==> config.mk <==
export PLATFORM = sky130hd
export DESIGN_NAME = dmem_line_adapter_flat
export DESIGN_NICKNAME = d
export VERILOG_FILES = /design/src/rtl/dmem_line_adapter_if.sv /design/src/rtl/dmem_line_adapter.sv /design/src/flat_wrapper.sv
export SDC_FILE = /design/constraint.sdc
export NUM_CORES = 1
export LEC_CHECK = 0
export CAP_MARGIN = 20
export CELL_PAD_IN_SITES_DETAIL_PLACEMENT = 1
export CELL_PAD_IN_SITES_GLOBAL_PLACEMENT = 1
export CORE_MARGIN = 4
export CORE_UTILIZATION = 36
export CTS_CLUSTER_SIZE = 25
export DETAILED_ROUTE_END_ITERATION = 16
export PLACE_DENSITY = 0.78
export SKIP_CTS_REPAIR_TIMING = 1
export SYNTH_ARGS = -nofsm -noshare
export SYNTH_HDL_FRONTEND = slang
export SYNTH_SLANG_ARGS = --single-unit
==> constraint.sdc <==
create_clock -name clk -period 14.2 [get_ports clk]
set_input_delay 2.13 -clock clk [delete_from_list [all_inputs] [get_ports clk]]
set_output_delay 2.13 -clock clk [all_outputs]
set_load 0.05 [all_outputs]
==> src/rtl/dmem_line_adapter_if.sv <==
// Bus bundle between the LSQ dmem port, the line adapter and the banked memory.
// The adapter takes the slave view; the LSQ/memory side takes the master view.
interface dmem_line_adapter_if #(
  parameter int unsigned BEAT_WIDTH = 64
);
  logic [31:0]           dmem_addr;
  logic                  dmem_rmask;
  logic [3:0]            dmem_wmask;
  logic [31:0]           dmem_wdata;
  logic [31:0]           dmem_rdata;
  logic                  dmem_resp;
  logic [31:0]           bmem_addr;
  logic                  bmem_read;
  logic                  bmem_write;
  logic [BEAT_WIDTH-1:0] bmem_wdata;
  logic                  bmem_ready;
  logic [BEAT_WIDTH-1:0] bmem_rdata;
  logic                  bmem_rvalid;

  modport slave (
    input  dmem_addr, dmem_rmask, dmem_wmask, dmem_wdata, bmem_ready, bmem_rdata, bmem_rvalid,
    output dmem_rdata, dmem_resp, bmem_addr, bmem_read, bmem_write, bmem_wdata
  );

  modport master (
    output dmem_addr, dmem_rmask, dmem_wmask, dmem_wdata, bmem_ready, bmem_rdata, bmem_rvalid,
    input  dmem_rdata, dmem_resp, bmem_addr, bmem_read, bmem_write, bmem_wdata
  );
endinterface

==> src/rtl/dmem_line_adapter.sv <==
// Converts held LSQ word requests into line bursts through a single write-through
// line buffer; read hits answer in one cycle, everything else goes through the burst FSM.
module dmem_line_adapter #(
  parameter int unsigned BEAT_WIDTH = 64,
  parameter int unsigned LINE_BEATS = 4
) (
  input logic                clk,
  input logic                rst,
  dmem_line_adapter_if.slave bus
);
  localparam int unsigned LineBits = BEAT_WIDTH * LINE_BEATS;
  localparam int unsigned OffBits  = $clog2(LineBits / 8);
  localparam int unsigned TagBits  = 32 - OffBits;
  localparam int unsigned CntW     = (LINE_BEATS > 1) ? $clog2(LINE_BEATS) : 1;

  typedef enum logic [2:0] {StIdle, StFillReq, StFillWait, StWb, StResp} state_e;

  state_e                state_q, state_d;
  logic [LineBits-1:0]   line_q, line_d;
  logic [TagBits-1:0]    tag_q, tag_d;
  logic                  valid_q, valid_d;
  logic [CntW-1:0]       cnt_q, cnt_d;
  logic [31:2]           addr_q, addr_d;
  logic [3:0]            wmask_q, wmask_d;
  logic [31:0]           wdata_q, wdata_d;
  logic                  store_q, store_d;
  logic                  resp_q, resp_d;
  logic                  read_q, read_d;
  logic                  write_q, write_d;
  logic [31:0]           baddr_q, baddr_d;
  logic [BEAT_WIDTH-1:0] bwdata_q, bwdata_d;

  logic req_store, hit, last_beat, merge;
  logic unused_addr_bits;

  assign unused_addr_bits = ^bus.dmem_addr[1:0];
  assign req_store = |bus.dmem_wmask;
  assign hit       = valid_q && (tag_q == bus.dmem_addr[31:OffBits]);
  assign last_beat = (cnt_q == CntW'(LINE_BEATS - 1));

  always_comb begin
    state_d = state_q;
    line_d  = line_q;
    tag_d   = tag_q;
    valid_d = valid_q;
    cnt_d   = cnt_q;
    addr_d  = addr_q;
    wmask_d = wmask_q;
    wdata_d = wdata_q;
    store_d = store_q;
    merge   = 1'b0;

    unique case (state_q)
      StIdle: begin
        if (req_store || bus.dmem_rmask) begin
          addr_d  = bus.dmem_addr[31:2];
          wmask_d = bus.dmem_wmask;
          wdata_d = bus.dmem_wdata;
          store_d = req_store;
          if (!hit) begin
            state_d = StFillReq;
          end else if (req_store) begin
            merge   = 1'b1;
            state_d = StWb;
          end else begin
            state_d = StResp;
          end
        end
      end
      StFillReq: begin
        if (bus.bmem_ready) state_d = StFillWait;
      end
      StFillWait: begin
        if (bus.bmem_rvalid) begin
          line_d[cnt_q*BEAT_WIDTH +: BEAT_WIDTH] = bus.bmem_rdata;
          cnt_d = cnt_q + 1'b1;
          if (last_beat) begin
            cnt_d   = '0;
            tag_d   = addr_q[31:OffBits];
            valid_d = 1'b1;
            merge   = store_q;
            state_d = store_q ? StWb : StResp;
          end
        end
      end
      StWb: begin
        if (bus.bmem_ready) begin
          cnt_d = cnt_q + 1'b1;
          if (last_beat) begin
            cnt_d   = '0;
            state_d = StResp;
          end
        end
      end
      StResp:  state_d = StIdle;
      default: state_d = StIdle;
    endcase

    // Store bytes overlay the freshly filled (or hit) line so the buffer stays coherent.
    if (merge) begin
      for (int i = 0; i < 4; i++) begin
        if (wmask_d[i]) begin
          line_d[32*addr_d[OffBits-1:2] + 8*i +: 8] = wdata_d[8*i +: 8];
        end
      end
    end

    resp_d   = (state_d == StResp);
    read_d   = (state_d == StFillReq);
    write_d  = (state_d == StWb);
    baddr_d  = (read_d || write_d) ? {addr_d[31:OffBits], {OffBits{1'b0}}} : '0;
    bwdata_d = write_d ? line_d[cnt_d*BEAT_WIDTH +: BEAT_WIDTH] : '0;
  end

  always_ff @(posedge clk or posedge rst) begin
    if (rst) begin
      state_q  <= StIdle;
      line_q   <= '0;
      tag_q    <= '0;
      valid_q  <= 1'b0;
      cnt_q    <= '0;
      addr_q   <= '0;
      wmask_q  <= '0;
      wdata_q  <= '0;
      store_q  <= 1'b0;
      resp_q   <= 1'b0;
      read_q   <= 1'b0;
      write_q  <= 1'b0;
      baddr_q  <= '0;
      bwdata_q <= '0;
    end else begin
      state_q  <= state_d;
      line_q   <= line_d;
      tag_q    <= tag_d;
      valid_q  <= valid_d;
      cnt_q    <= cnt_d;
      addr_q   <= addr_d;
      wmask_q  <= wmask_d;
      wdata_q  <= wdata_d;
      store_q  <= store_d;
      resp_q   <= resp_d;
      read_q   <= read_d;
      write_q  <= write_d;
      baddr_q  <= baddr_d;
      bwdata_q <= bwdata_d;
    end
  end

  assign bus.dmem_resp  = resp_q;
  assign bus.bmem_read  = read_q;
  assign bus.bmem_write = write_q;
  assign bus.bmem_addr  = baddr_q;
  assign bus.bmem_wdata = bwdata_q;
  // Word select straight from the buffer; zero outside a read response.
  assign bus.dmem_rdata = (resp_q && !store_q) ? line_q[32*addr_q[OffBits-1:2] +: 32] : '0;
endmodule
==> src/flat_wrapper.sv <==
// flat-port wrapper written by rule: the top's interface ports become plain ports
module dmem_line_adapter_flat 
#(
  parameter int unsigned BEAT_WIDTH = 64,
  parameter int unsigned LINE_BEATS = 4
)
  (clk, rst, bus_dmem_addr, bus_dmem_rmask, bus_dmem_wmask, bus_dmem_wdata, bus_bmem_ready, bus_bmem_rdata, bus_bmem_rvalid, bus_dmem_rdata, bus_dmem_resp, bus_bmem_addr, bus_bmem_read, bus_bmem_write, bus_bmem_wdata);
  dmem_line_adapter_if #(.BEAT_WIDTH(BEAT_WIDTH)) bus_i ();
  input logic clk;
  input logic rst;
  input wire logic [$bits(bus_i.dmem_addr)-1:0] bus_dmem_addr;
  input wire logic [$bits(bus_i.dmem_rmask)-1:0] bus_dmem_rmask;
  input wire logic [$bits(bus_i.dmem_wmask)-1:0] bus_dmem_wmask;
  input wire logic [$bits(bus_i.dmem_wdata)-1:0] bus_dmem_wdata;
  input wire logic [$bits(bus_i.bmem_ready)-1:0] bus_bmem_ready;
  input wire logic [$bits(bus_i.bmem_rdata)-1:0] bus_bmem_rdata;
  input wire logic [$bits(bus_i.bmem_rvalid)-1:0] bus_bmem_rvalid;
  output wire logic [$bits(bus_i.dmem_rdata)-1:0] bus_dmem_rdata;
  output wire logic [$bits(bus_i.dmem_resp)-1:0] bus_dmem_resp;
  output wire logic [$bits(bus_i.bmem_addr)-1:0] bus_bmem_addr;
  output wire logic [$bits(bus_i.bmem_read)-1:0] bus_bmem_read;
  output wire logic [$bits(bus_i.bmem_write)-1:0] bus_bmem_write;
  output wire logic [$bits(bus_i.bmem_wdata)-1:0] bus_bmem_wdata;
  assign bus_i.dmem_addr = bus_dmem_addr;
  assign bus_i.dmem_rmask = bus_dmem_rmask;
  assign bus_i.dmem_wmask = bus_dmem_wmask;
  assign bus_i.dmem_wdata = bus_dmem_wdata;
  assign bus_i.bmem_ready = bus_bmem_ready;
  assign bus_i.bmem_rdata = bus_bmem_rdata;
  assign bus_i.bmem_rvalid = bus_bmem_rvalid;
  assign bus_dmem_rdata = bus_i.dmem_rdata;
  assign bus_dmem_resp = bus_i.dmem_resp;
  assign bus_bmem_addr = bus_i.bmem_addr;
  assign bus_bmem_read = bus_i.bmem_read;
  assign bus_bmem_write = bus_i.bmem_write;
  assign bus_bmem_wdata = bus_i.bmem_wdata;
  dmem_line_adapter #(.BEAT_WIDTH(BEAT_WIDTH), .LINE_BEATS(LINE_BEATS)) u_core (.clk(clk), .rst(rst), .bus(bus_i));
endmodule
Word level (Yosys, flattened, before mapping)

Cells that the tools add are included.

Output and inout bits: 131
Input port bits: 137
Flip-flop bits (word level): 455
Word-level logic and storage cells: 96

Multiplexer cells: 44
Eq/ne operators: 8
Shift operators: 12
Add/subtract/negate cells: 9
Reductions and logical operators: 9

Operator list:

| operator                  | number |
|---|---|
| $mux 256                  | 10 |
| $bwmux 256                | 5 |
| $shift 8x34->256 const A  | 4 |
| $shiftx 8x34->256         | 4 |
| $shift 64x34->256 const A | 1 |
| $shiftx 256x9->32         | 1 |
| $shiftx 256x9->64         | 1 |
| $shiftx 64x34->256        | 1 |
| $mux 32                   | 4 |
| $neg 32->34               | 3 |
| $neg 8->34                | 2 |
| $mux 64                   | 1 |
| $mux 30                   | 2 |
| $eq 27x27->1              | 1 |
| $mux 3                    | 9 |
| $add 8x5->9 const B       | 2 |
| $pmux 3 s4                | 1 |
| $add 8x4->9 const B       | 1 |
| $eq 3x2->1 const B        | 3 |
| $mux 4                    | 2 |
| $eq 3x1->1 const B        | 2 |
| $mux 2                    | 3 |
| $mux 1                    | 5 |
| $pmux 2 s2                | 1 |
| other kinds (11)          | 13 |

Depth between registers and ports, before layout

Gate-level depths: netlist (run 1).

Depth in word-level cells: 20
Depth in mapped cells: 15
Mapped depth without buffers: 12

Worst setup path after synthesis (run 1)

Ideal clock, no wire load.

Kind: input -> register
Start: input bus_dmem_wmask[1]
End: register u_core.bwdata_q[0] (netlist: u_core.bus.bmem_wdata[0])
Cell stages on the path: 13
Buffers on the path: 3
Required time: 14.069 ns
Setup time: 0.131 ns
Slack: 8.452 ns
Arrival: 5.617 ns
Cells stage by stage: or4_1 > clkbuf_1 > o21ai_2 > buf_2 > mux2i_1 > ha_1 > ha_1 > or3_1 > a211o_1 > buf_2 > mux2_2 > a221oi_1 > a21oi_1

Longest elaborated chain between the ends: 20
Elaborated cells on any way between the ends: 46
Classes of those cells: add/sub: 7; eq/ne: 1; shift: 9; mux: 27; reduce/logical: 2

RTL lines:

| what                                                 | RTL line                 | text |
|---|---|---|
| start, declared                                      | flat_wrapper.sv:13       | `input wire logic [$bits(bus_i.dmem_wmask)-1:0] bus_dmem_wmask;` |
| branches (longest 17 deep; another with $neg 32->34) | --                       |  |
| $mux 256 (*)                                         | dmem_line_adapter.sv:100 | `if (merge) begin` |
| net u_core.line_d[128]                               | dmem_line_adapter.sv:19  | `logic [LineBits-1:0] line_q, line_d;` |
| $shiftx 256x9->64 (*)                                | dmem_line_adapter.sv:112 | `bwdata_d = write_d ? line_d[cnt_d*BEAT_WIDTH +: BEAT_WIDTH] : '0;` |
| $mux 64 (*)                                          | dmem_line_adapter.sv:112 |  |
| net u_core.bwdata_d[0]                               | dmem_line_adapter.sv:31  | `logic [BEAT_WIDTH-1:0] bwdata_q, bwdata_d;` |
| end signal, assigned                                 | dmem_line_adapter.sv:145 | `bwdata_q <= bwdata_d;` |
| end, declared                                        | dmem_line_adapter.sv:31  |  |

Mark *: on every way through the listed nets, which the timed path passes. The select of a mux whose other input is x is not followed.
A chain may end at the register's enable or synchronous reset.

Final worst setup path (run 1)

Start: input bus_dmem_wmask[1]
End: register u_core.bwdata_q[1] (netlist: u_core.bus.bmem_wdata[1])

Same word-level chain as after synthesis.

==> results of run 1 <==
metrics by stage:
step,power [mW],hold slack [ns],util
2_1_floorplan,4.22,0.434,-
3_3_place_gp,5.37,0.456,0.416
3_5_place_dp,5.53,0.464,0.417
4_1_cts,6.81,0.479,0.439
5_1_grt,7.17,0.499,0.440
6_report,6.89,0.475,0.440
synthesized netlist by cell type (15+ instances only):
library cell	count	area, um2
mux2i_1	268	2680
buf_1	21	78.8
and2_1	32	200
o22ai_1	28	175
a21oi_1	263	1320
nor2b_1	27	169
inv_1	50	188
mux4_2	64	1440
mux2_2	61	687
nand2_1	378	1420
buf_2	15	75.1
nor2_1	85	319
nand3_1	67	335
o211ai_1	30	225
and3_1	224	1400
xnor2_1	28	245
o21ai_0	18	90.1
clkbuf_1	155	582
dfrtp_1	450	11300
kinds of logic after synthesis:
family	count (synthesis)	synth area share
compound gates	468	0.121
xor+xnor	28	0.00989
fa+ha+maj	12	0.00606
buf+inv	249	0.0394
flops	450	0.454
mux	397	0.196
other cells	1	0.000151
simple gates	875	0.173
state kept, by name, summed over array words and instances (netlist names):
name	count
u_core.addr_q	30
u_core.bus.bmem_addr	27
u_core.bus.bmem_read	1
u_core.bus.bmem_wdata	64
u_core.bus.bmem_write	1
u_core.bus.dmem_resp	1
u_core.cnt_q	2
u_core.line_q	256
u_core.state_q	3
u_core.store_q	1
u_core.tag_q	27
u_core.valid_q	1
u_core.wdata_q	32
u_core.wmask_q	4
how the worst max path moves through the flow:
stage                      startpoint                       end  depth (start not counted)
finish              bus_dmem_wmask[1]  u_core.bus.bmem_wdata[1]                         13
global route        bus_dmem_wmask[1]  u_core.bus.bmem_wdata[1]                         13
CTS                 bus_dmem_wmask[1]  u_core.bus.bmem_wdata[1]                         13
detailed placement  bus_dmem_wmask[1]  u_core.bus.bmem_wdata[1]                         13
global placement    bus_dmem_wmask[1]  u_core.bus.bmem_wdata[1]                         13
floorplan                         rst         u_core.addr_q[10]                          1
routing by layer:
metal  GRT usage  share of wire  vias to the layer above
met4       0.140          0.051                        4
met1       0.335           0.38                    11599
li1            -              -                     9236
met3      0.0515          0.079                      361
met2       0.463           0.49                     1268
met5           0        0.00040                        -
report_power, final:
group | total (mW) | switching [mW] | internal (mW)
Sequential | 2.12 | 0.357 | 1.76
Combinational | 3.50 | 2.39 | 1.11
Clock | 1.27 | 0.568 | 0.705
final cells by class:
| type | count | area (um2) | share of cell area |
|---|---|---|---|
| multi-input cells | 1785 | 12700 | 0.426 |
| repair buffers | 310 | 3020 | 0.101 |
| flip-flops and latches | 450 | 11300 | 0.378 |
| diodes | 5 | 12.5 | 0.000420 |
| clock inverters | 10 | 75.1 | 0.00252 |
| inverters | 52 | 199 | 0.00667 |
| clock buffers | 74 | 1450 | 0.0487 |
| well taps | 873 | 1090 | 0.0366 |
critical path, cell delays in order:
cell	delay (ns)
clkdlybuf4s50_1	0.56
or4_1	0.82
o21ai_4	0.34
buf_4	0.89
mux2i_2	0.73
inv_1	0.11
ha_1	0.36
nand2b_1	0.12
a21oi_1	0.19
o2111ai_2	0.50
mux2_2	0.48
a221oi_1	0.30
nor2_1	0.16
cells in the final DEF, fill, tap and decap left out, types with 30 or more instances in the layout:
cell type	synthesis	final
dfrtp_1	450	447
mux2i_1	268	267
clkbuf_16	0	51
inv_1	50	49
and3_1	224	224
nand2_1	378	373
nand3_1	67	67
clkdlybuf4s50_1	0	260
mux2_2	61	61
nor2_1	85	80
a21oi_1	263	262
o211ai_1	30	30
buf_4	6	46
mux4_2	64	64
==> run_results.csv, run 1 <==
group,metric,value,unit
synth,syn_inst,2480,
die,start_util,0.366,
die,core-area,67800,um2
cts,clk_latency,0.63,ns
global_route,grt_remaining_overflow,0,
cts,cts_tree,"yes",
placement,pre_cts_ws,6.40,ns
worst_setup_path,r2r_cells,12,
placement,place_congestion,0.856,
drt,ant_nets,0,
cells_and_area,drive_gt1_frac,0.113,
timing,layout_min_cycle_time,7.27,ns
synth,ys_ff_latch,450,
cells_and_area,nFillCells,7479,
synth,synth_edf_count,0,
worst_setup_path,critical_path_required,14.67,ns
die,fp.dieH,270,um
placement,placed_area,28200,um2
cts,clock-sinks,450,
drt,vias,22468,
cts,root_buffer,"clkbuf_16",
die,ios,268,
synth,synth-seq-area-share,0.454,
min_path,hold_end,"u_core.valid_q",
min_path,hold_path.class,"flip-flop to flip-flop",
timing,fin_skew,0.0275,ns
timing,setup_viol,0,
die,num_rows,95,
synth,ys_types,71,
die,die_w,270,um
timing,tns,0,ns
synth,synth_flop_cell,"dfrtp_1",
placement,dp_cells,3467,
synth,yosysWarnings,0,
cts,clkTransAtPathRegs,0.06,ns
timing,slew_violations,0,
timing,rsz0062_at_grt,"no",
worst_setup_path,rrSetupSlack,9.28,ns
worst_setup_path,worstSetupStartpointType,"input port",
timing,fmax,0.138,GHz
power_and_ir_drop,powerDensity,231,nW/um2
run_status,status,"finished, final reports clean",
cells_and_area,final_net_count,2799,
timing,max_slew_margin,0.234,
power_and_ir_drop,p_leak,14.5,nW
drt,vias_per_cell,6.31,
cts,h-tree-depth,2,
worst_setup_path,r2r_start,"u_core.state_q[0]",
worst_setup_path,r2r_end,"u_core.bus.bmem_wdata[1]",
min_path,holdPathStages,1,
synth,async_flop_share,1.00,
timing,finalHoldViolations,0,
worst_setup_path,cp-end-kind,"flip-flop",
min_path,worstHoldStart,"u_core.valid_q",
run,drv_cap,0,
timing,tightest_slew,1.13,ns
worst_setup_path,crit_type,"input port to flip-flop",
cells_and_area,finalNonFillerCells,3559,
cts,cts_buffers,51,
global_route,antenna_found_initial,6,
power_and_ir_drop,peakVddDrop,0.160,mV
drt,wl_per_cell,29.1,um
cts,clockBufferDepth,3,
synth,syn_avg_cell_area,10.0,um2
cells_and_area,stdcell_area,29800,um2
worst_setup_path,crit_fanout,70,
worst_setup_path,arrival,7.74,ns
drt,initialDrtViolationCount,2403,
timing,finalWorstSetupSlack,6.93,ns
die,dieArea,73100,um2
global_route,grt_first_pass_wirelength,155000,um
placement,portBuffers,260,
cells_and_area,synthToLayoutAreaGrowth,20.3,%
global_route,gr-usage-all-layers,0.274,
synth,netlist_area,24800,um2
drt,drtPass1Iterations,5,
drt,drc,0,
placement,post-dp-hpwl,63000,um
global_route,grt_max_degree,78,
timing,period_share,0.512,
global_route,first_global_vias,24514,
drt,finalWirelength,104000,um
Power figures use the tool's default switching activity.
==> inputs of run 2 (changes only) <==
- clock period: 14.2 -> 5.98 ns (I/O delays scaled with it)
==> run_results.csv, run 2 (synthesis gave the netlist of run 1 again) <==
group,metric,value,unit
timing,slew_violations,0,
cts,clkTransAtPathRegs,0.06,ns
worst_setup_path,worstSetupStartpointType,"input port",
timing,fin_skew,0.0411,ns
timing,period_share,0.833,
drt,ant_nets,0,
drt,finalWirelength,104000,um
timing,setup_viol,0,
drt,drtPass1Iterations,12,
global_route,antenna_found_initial,4,
timing,finalWorstSetupSlack,1.00,ns
drt,top_layer_used,"met5",
cells_and_area,largest_reg_flops,256,
worst_setup_path,crit_fanout,64,
worst_setup_path,critical_path_required,6.45,ns
power_and_ir_drop,powerDensity,558,nW/um2
worst_setup_path,cp-end-kind,"flip-flop",
placement,pre_cts_ws,0.468,ns
die,fp.dieH,270,um
timing,rsz0062_at_grt,"no",
cts,clockBufferDepth,3,
min_path,hold_path.class,"flip-flop to flip-flop",
cells_and_area,synthToLayoutAreaGrowth,22.3,%
placement,post-dp-hpwl,65200,um
global_route,gr-usage-all-layers,0.275,
cts,cts_buffers,52,
drt,vias,22468,
global_route,grt_first_pass_wirelength,155000,um
die,num_rows,95,
run,drv_cap,0,
cells_and_area,drive_gt1_frac,0.127,
cells_and_area,final_net_count,2834,
global_route,grt_max_degree,169,
cells_and_area,final_cell_mix,"dfrtp_1 (447), nand2_1 (373), mux2i_1 (267)",
global_route,grt_remaining_overflow,0,
timing,layout_min_cycle_time,4.98,ns
die,die_w,270,um
global_route,first_global_vias,24968,
cells_and_area,largest_register,"u_core.line_q",
cells_and_area,final_common_cell,"dfrtp_1",
cells_and_area,stdcell_area,30300,um2
placement,portBuffers,260,
timing,max_slew_margin,0.233,
timing,tightest_slew,1.15,ns
drt,met2_length,50600,um
die,core-area,67800,um2
cts,clock-sinks,450,
drt,initialDrtViolationCount,2438,
drt,drc,0,
power_and_ir_drop,p_leak,14.8,nW
drt,wl_met1,39200,um
die,ios,268,
cts,clk_latency,0.63,ns
timing,finalHoldViolations,0,
power_and_ir_drop,peakVddDrop,0.449,mV
cts,h-tree-depth,2,
worst_setup_path,crit_type,"input port to flip-flop",
die,start_util,0.366,
placement,place_congestion,0.876,
cts,cts_tree,"yes",
timing,fmax,0.201,GHz
cts,root_buffer,"clkbuf_16",
drt,wl_per_cell,28.9,um
placement,placed_area,28500,um2
worst_setup_path,arrival,5.45,ns
drt,dr_wl_met3,8600,um
die,dieArea,73100,um2
drt,vias_per_cell,6.24,
run_status,status,"finished, final reports clean",
run 2: final cells by class:
| class | count | area [um2] |
|---|---|---|
| Timing Repair Buffer | 344 | 3300 |
| Clock buffer | 78 | 1550 |
| Multi-Input combinational cell | 1785 | 12700 |
| Tap cell | 873 | 1090 |
| Antenna cell | 4 | 10.0 |
| Inverter | 52 | 199 |
| Sequential cell | 450 | 11300 |
| Fill cell | 7455 | 37400 |
| Clock inverter | 17 | 224 |
run 2: worst max-delay path: stages:
cell and delay (ns):
clkdlybuf4s50_1 0.56, or4_1 0.81, o21ai_4 0.32, buf_4 0.79
a22oi_1 0.26, nor2_1 0.42, o211ai_2 0.47, mux2i_1 0.25
mux2_2 0.31, a221o_1 0.30
run 2: routing by layer:
layer | global-route usage | vias up
met1 | 0.329 | 11455
met4 | 0.150 | 2
met5 | 0 | -
li1 | - | 9314
met2 | 0.464 | 1327
met3 | 0.0573 | 370
run 2: worst paths after layout:
check,start,to,slack [ns],depth (start not counted)
setup / recovery,bus_dmem_wmask[1],u_core.bus.bmem_wdata[18],1.0,10
hold / removal,u_core.valid_q,u_core.valid_q,0.49,1
setup reg to reg,u_core.state_q[0],u_core.bus.bmem_wdata[2],1.82,13
hold reg to reg,u_core.valid_q,u_core.valid_q,0.49,1
max in group asynchronous,rst,u_core.wdata_q[21],4.08,3
min in group asynchronous,rst,u_core.bus.bmem_addr[22],0.58,2
run 2: per-stage QoR:
stage               total power [mW]  hold WS [ns]  std cells  TNS (ns)  utilization
finish                          16.9         0.486       3603         0        0.447
global route                    17.6         0.512       3602         0        0.447
CTS                             16.7         0.483       3599         0        0.447
detailed placement              13.3         0.466       3504         0        0.421
global placement                12.9         0.457       3504         0        0.421
floorplan                       10.0         0.434       2484   -450.95            -
run 2: report_power, final:
part / switching [mW] / internal (mW) / leakage [nW]
Combinational: 5.69 / 2.76 / 7.93
Sequential: 0.922 / 4.18 / 6.02
Clock: 1.37 / 2.00 / 0.877
